[src/rtl/kernel_window_pkg.sv]
// Shared defaults, derived coordinate widths and FSM encoding for the
// kernel window block and its coordinate counter.
package kernel_window_pkg;

  localparam int DEF_DATA_WIDTH   = 8;
  localparam int DEF_KERNEL_WIDTH = 3;
  localparam int DEF_IMG_WIDTH    = 854;
  localparam int DEF_IMG_HEIGHT   = 480;
  localparam int DEF_COL_W        = $clog2(DEF_IMG_WIDTH);
  localparam int DEF_ROW_W        = $clog2(DEF_IMG_HEIGHT);

  typedef enum logic {
    PRIME  = 1'b0,
    STREAM = 1'b1
  } kw_state_e;

endpackage

[src/rtl/kernel_window_pixel_coord_counter.sv]
// Column/row position of the incoming column stream; flags line wraps and
// pulses frame_done the cycle after the last column of the frame.
module pixel_coord_counter
  import kernel_window_pkg::*;
#(
  parameter int KERNEL_WIDTH = DEF_KERNEL_WIDTH,
  parameter int IMG_WIDTH    = DEF_IMG_WIDTH,
  parameter int IMG_HEIGHT   = DEF_IMG_HEIGHT,
  parameter int COL_W        = DEF_COL_W,
  parameter int ROW_W        = DEF_ROW_W
) (
  input  logic             clk,
  input  logic             rst_n,
  input  logic             advance,
  output logic [COL_W-1:0] col_cnt,
  output logic [ROW_W-1:0] row_cnt,
  output logic             line_wrap,
  output logic             frame_done
);

  localparam logic [COL_W-1:0] COL_LAST  = COL_W'(IMG_WIDTH - 1);
  localparam logic [ROW_W-1:0] ROW_LAST  = ROW_W'(IMG_HEIGHT - 1);
  // The line buffer only emits once full, so every frame starts at row K-1.
  localparam logic [ROW_W-1:0] ROW_FIRST = ROW_W'(KERNEL_WIDTH - 1);

  logic [COL_W-1:0] col_cnt_r;
  logic [ROW_W-1:0] row_cnt_r;
  logic             frame_done_r;
  logic             line_wrap_s;
  logic             frame_end_s;

  // Decode wrap and end-of-frame for the column being accepted now.
  always_comb begin
    line_wrap_s = 1'b0;
    frame_end_s = 1'b0;
    if (advance && (col_cnt_r == COL_LAST)) begin
      line_wrap_s = 1'b1;
      frame_end_s = (row_cnt_r == ROW_LAST);
    end else begin
      line_wrap_s = 1'b0;
      frame_end_s = 1'b0;
    end
  end

  // Column/row mod counters advanced by the accept strobe.
  always_ff @(posedge clk or negedge rst_n) begin
    if (!rst_n) begin
      col_cnt_r <= '0;
      row_cnt_r <= ROW_FIRST;
    end else if (advance) begin
      if (line_wrap_s) begin
        col_cnt_r <= '0;
        row_cnt_r <= frame_end_s ? ROW_FIRST : (row_cnt_r + ROW_W'(1'b1));
      end else begin
        col_cnt_r <= col_cnt_r + COL_W'(1'b1);
      end
    end
  end

  // Single-cycle end-of-frame pulse, independent of downstream readiness.
  always_ff @(posedge clk or negedge rst_n) begin
    if (!rst_n) begin
      frame_done_r <= 1'b0;
    end else begin
      frame_done_r <= frame_end_s;
    end
  end

  assign col_cnt    = col_cnt_r;
  assign row_cnt    = row_cnt_r;
  assign line_wrap  = line_wrap_s;
  assign frame_done = frame_done_r;

endmodule

[src/rtl/kernel_window.sv]
// K x K sliding window fed one pixel column per handshake; emits only
// windows lying entirely within one image line band, tagged with coordinates.
module kernel_window
  import kernel_window_pkg::*;
#(
  parameter int DATA_WIDTH   = DEF_DATA_WIDTH,
  parameter int KERNEL_WIDTH = DEF_KERNEL_WIDTH,
  parameter int IMG_WIDTH    = DEF_IMG_WIDTH,
  parameter int IMG_HEIGHT   = DEF_IMG_HEIGHT,
  parameter int COL_W        = $clog2(IMG_WIDTH),
  parameter int ROW_W        = $clog2(IMG_HEIGHT)
) (
  input  logic                                        clk,
  input  logic                                        rst_n,
  input  logic [KERNEL_WIDTH*DATA_WIDTH-1:0]          col_data,
  input  logic                                        col_valid,
  output logic                                        col_ready,
  output logic [KERNEL_WIDTH*KERNEL_WIDTH*DATA_WIDTH-1:0] win_data,
  output logic                                        win_valid,
  input  logic                                        win_ready,
  output logic [COL_W-1:0]                            win_col,
  output logic [ROW_W-1:0]                            win_row,
  output logic                                        frame_done
);

  localparam int K        = KERNEL_WIDTH;
  localparam int ROW_BITS = K * DATA_WIDTH;

  // Row r of the window occupies bits [r*ROW_BITS +: ROW_BITS]; column 0 is lowest.
  logic [K-1:0][ROW_BITS-1:0] win_r;
  logic                       win_valid_r;
  logic [COL_W-1:0]           win_col_r;
  logic [ROW_W-1:0]           win_row_r;
  kw_state_e                  state_r;

  logic                       col_ready_s;
  logic                       accept_s;
  logic                       prime_done_s;
  logic [COL_W-1:0]           col_cnt_s;
  logic [ROW_W-1:0]           row_cnt_s;
  logic                       line_wrap_s;
  logic                       frame_done_s;

  pixel_coord_counter #(
    .KERNEL_WIDTH (KERNEL_WIDTH),
    .IMG_WIDTH    (IMG_WIDTH),
    .IMG_HEIGHT   (IMG_HEIGHT),
    .COL_W        (COL_W),
    .ROW_W        (ROW_W)
  ) u_coord (
    .clk        (clk),
    .rst_n      (rst_n),
    .advance    (accept_s),
    .col_cnt    (col_cnt_s),
    .row_cnt    (row_cnt_s),
    .line_wrap  (line_wrap_s),
    .frame_done (frame_done_s)
  );

  // Single-register pipeline handshake and accept decode.
  always_comb begin
    col_ready_s  = !win_valid_r || win_ready;
    accept_s     = col_valid && col_ready_s;
    prime_done_s = (col_cnt_s == COL_W'(K - 2));
  end

  // Line FSM with registered valid and coordinate outputs.
  always_ff @(posedge clk or negedge rst_n) begin
    if (!rst_n) begin
      state_r     <= PRIME;
      win_valid_r <= 1'b0;
      win_col_r   <= '0;
      win_row_r   <= ROW_W'(K - 1);
    end else if (accept_s) begin
      win_col_r <= col_cnt_s;
      win_row_r <= row_cnt_s;
      case (state_r)
        PRIME: begin
          // An accept here implies the previous window was taken or absent.
          win_valid_r <= 1'b0;
          if (prime_done_s) begin
            state_r <= STREAM;
          end
        end
        STREAM: begin
          win_valid_r <= 1'b1;
          if (line_wrap_s) begin
            state_r <= PRIME;
          end
        end
        default: begin
          win_valid_r <= 1'b0;
          state_r     <= PRIME;
        end
      endcase
    end else if (win_ready) begin
      win_valid_r <= 1'b0;
    end
  end

  // Window shift register: every row moves left, new column enters at K-1.
  always_ff @(posedge clk or negedge rst_n) begin
    if (!rst_n) begin
      win_r <= '0;
    end else if (accept_s) begin
      for (int r = 0; r < K; r++) begin
        win_r[r] <= {col_data[r*DATA_WIDTH +: DATA_WIDTH], win_r[r][ROW_BITS-1:DATA_WIDTH]};
      end
    end
  end

  assign col_ready  = col_ready_s;
  assign win_data   = win_r;
  assign win_valid  = win_valid_r;
  assign win_col    = win_col_r;
  assign win_row    = win_row_r;
  assign frame_done = frame_done_s;

endmodule

[config.mk]
export PLATFORM = sky130hd
export DESIGN_NAME = kernel_window
export DESIGN_NICKNAME = d
export VERILOG_FILES = /design/src/rtl/kernel_window_pkg.sv /design/src/rtl/kernel_window_pixel_coord_counter.sv /design/src/rtl/kernel_window.sv
export SDC_FILE = /design/constraint.sdc
export NUM_CORES = 1
export LEC_CHECK = 0
export ABC_AREA = 0
export BUFFER_PORTS_ARGS = -buffer_cell sky130_fd_sc_hd__buf_2
export CORE_AREA = 2 2 155 111
export DETAILED_ROUTE_END_ITERATION = 16
export DIE_AREA = 0 0 157 113
export GPL_ROUTABILITY_DRIVEN = 0
export GPL_TIMING_DRIVEN = 0
export SYNTH_ARGS = -nofsm -noshare
export SYNTH_HDL_FRONTEND = slang
export SYNTH_SLANG_ARGS = --single-unit
[constraint.sdc]
create_clock -name clk -period 3.4 [get_ports clk]
set_input_delay 0 -clock clk [delete_from_list [all_inputs] [get_ports clk]]
set_output_delay 0 -clock clk [all_outputs]
set_load 0.01 [all_outputs]
==> impl_metrics.toml <==
[run_status]
status = "completed"

[floorplanning]
rows = 39
die_w_um = 157
die_h_um = 113
num_io_pins = 122
fp.coreArea_mm2 = 0.0162
die_area_mm2 = 0.0177
initial_core_util = 0.278

[power]
comb_power_share = 0.245
p_leak_uw = 0.00296
swShare = 0.287
power_density_mw_per_mm2 = 823
p_clk_frac = 0.363
internal-power_uw = 3700
pwr-share-seq = 0.392
ir_drop_v = 0.000449
power_switching_uw = 1490

[clock_tree]
cts_resized = 0
ctsHoldBuffers = 26
cts_root_buffer = "clkbuf_16"
clock_sinks = 113
cts_buffer_depth = 2
cts_tree = "built"
cts_buffers = 17
post_cts_buffers = 0
clkLatencyLatePin_ns = 0.41
clk_pin_slew_worst_paths_ns = 0.05
htreeDepth = 4

[critical_path]
start_kind = "register"
ff2ff_setup_slack_ns = 1.43
arrival_ns = 2.26
crit_required_ns = 3.69
cp-end-kind = "register"
path_max_fanout = 10
worstSetupPathType = "reg2reg"

[timing]
rsz0062_at_grt = "no"
setup_violations = 0
period_needed_ns = 1.97
final-hold-violation-count = 0
skew_ns = 0.0144
worstMarginPinSlew_ns = 0.773
fmax_ghz = 0.508
setup_tns_ns = 0
final_max_slew_viol_count = 0
max_slew_margin = 0.484
period_share = 0.579

[synth]
yosysTopAreaCell = "dfrtp_1"
avgSynthCellArea_um2 = 14.5
synth_seq_cells = 113
synth.top_cells.by_count = "dfrtp_1, mux2_2, nand2_1"
synth_cell_type_count = 36
syn_area_mm2 = 0.00449
seq_area_frac_synth = 0.630
ys_async_sr_fraction = 1.00
yosys-top-cells-area = "dfrtp_1, mux2_2, xor2_1"
yosysWarnings = 0
synth_nets = 340
synth_top_cell_area_share = 0.618
synth_ff_type = "dfrtp_1"
post-synth-top-count-cell = "dfrtp_1"
netlist_instances = 309
synth_edf_count = 0

[grt]
grt_max_degree = 58
first_global_vias = 3328
grt_pass1_wl_um = 17100
antenna_found_initial = 0
overflow = 0
grt_use_total = 0.126

[cells_and_area]
n_antenna_cell = 0
drive_above_1_share = 0.532
nNetsFinal = 507
synthToLayoutAreaGrowth_pct = 40.2
stdcell_area_mm2 = 0.00630
fill_cells = 1547

[placement]
place_hpwl_um = 7000
place_area_mm2 = 0.00541
port_buffers = 121

[routing]
vias = 3110
ant_nets = 0
drt_iter0_markers = 109
via_per_inst = 4.36
drc = 0
totalWireLength_um = 10400
dr.pass1.iters = 4
wire_per_inst_um = 14.5

[min_path]
hp-class = "in2reg"

[job]
maxCapViolations = 0
## final cells by class
cell class | count | area (um^2) | area share
clock buffer | 22 | 474 | 0.0752
multi-input combinational | 178 | 1570 | 0.249
tap | 225 | 282 | 0.0447
inverter | 3 | 11.3 | 0.00179
timing repair buffer | 148 | 896 | 0.142
clock inverter | 10 | 156 | 0.0248
sequential | 113 | 2830 | 0.449
buffer | 15 | 81.3 | 0.0129
## power groups by stage
stage	sequential [uW]	clock, uW	combinational, uW
4_1_cts	2040	1940	1300
3_5_place_dp	2060	0	1270
2_1_floorplan	2200	0	528
3_3_place_gp	2030	0	1250
6_report	2040	1880	1270
5_1_grt	2100	2000	1390
## worst paths after layout
check	start	end	cells after the start
max	win_valid$_DFFE_PN0P_	win_data[3]$_DFFE_PN0P_	6
min in group asynchronous	rst_n	win_data[51]$_DFFE_PN0P_	2
max in group asynchronous	rst_n	win_data[3]$_DFFE_PN0P_	3
max reg2reg	win_valid$_DFFE_PN0P_	win_data[3]$_DFFE_PN0P_	6
min reg2reg	state_r$_DFFE_PN0P_	state_r$_DFFE_PN0P_	1
min	win_ready	win_valid$_DFFE_PN0P_	4
## metrics by stage
step                power, uW   util  std cells  setup slack, ns  hold slack, ns
global placement         3280  0.333        655             1.03           0.232
finish                   5190  0.390        714             1.43          0.0667
detailed placement       3320  0.335        656             1.43           0.118
floorplan                2730      -        309             1.72          -0.296
global route             5490  0.390        714             1.30          0.0973
CTS                      5280  0.390        714             1.42          0.0494
## flip-flops by register name, indices dropped and copies added, names as in the netlist
name / cells
state_r: 1
u_coord.col_cnt: 10
u_coord.frame_done: 1
u_coord.row_cnt: 9
win_col: 10
win_data: 72
win_row: 9
win_valid: 1
## cell usage in the layout, fill, tap and decap left out, types with 2 or more instances in the layout
cell type      netlist  final
clkbuf_8             0      3
mux2_2              89     89
a21oi_1              3      3
o21ai_0              8      8
o21a_1               2      2
a22o_1               2      2
dfrtp_1            111    111
bufinv_16            0      4
clkbuf_16            0     17
dfstp_2              2      2
nand4_1              4      4
nor4b_1              2      2
buf_2               11    131
and4_1               3      3
xor2_1               7      7
nor2_1               8      8
clkbuf_1             1      3
dlygate4sd3_1        0     26
o31ai_1              5      5
inv_1                3      3
nor3_1               4      4
ha_1                 3      3
clkinv_2             0      4
and3_1               2      2
nand2b_1             2      2
buf_4                3      4
a211o_1              2      2
nand3_1              8      8
nand2_1             12     12
## critical path, stage by stage (launching register included)
cell and delay, ns:
dfrtp_1 0.34, nand2b_1 0.05, buf_2 0.18, nand2_1 0.26, buf_2 0.35, buf_4 0.29
mux2_2 0.36
## cells by family (layout without fill, tap and decap cells)
logic type | after synthesis | in the layout | share of synthesized area
flip-flops | 113 | 113 | 0.630
multiplexers | 89 | 89 | 0.223
AND/OR/NAND/NOR | 53 | 53 | 0.0651
AO/OA/AOI/OAI | 25 | 25 | 0.0376
buffers and inverters | 18 | 198 | 0.0206
XOR/XNOR | 8 | 8 | 0.0156
adder cells (fa/ha/maj) | 3 | 3 | 0.00835
## layer usage
metal  up-vias  share of wire  global-route usage
li1       1446              -                   -
met1      1560           0.47               0.164
met2        96           0.45               0.190
met3         8          0.065              0.0571
met4         0         0.0086              0.0349
met5         -              0                   0
Power figures use the tool's default switching activity.
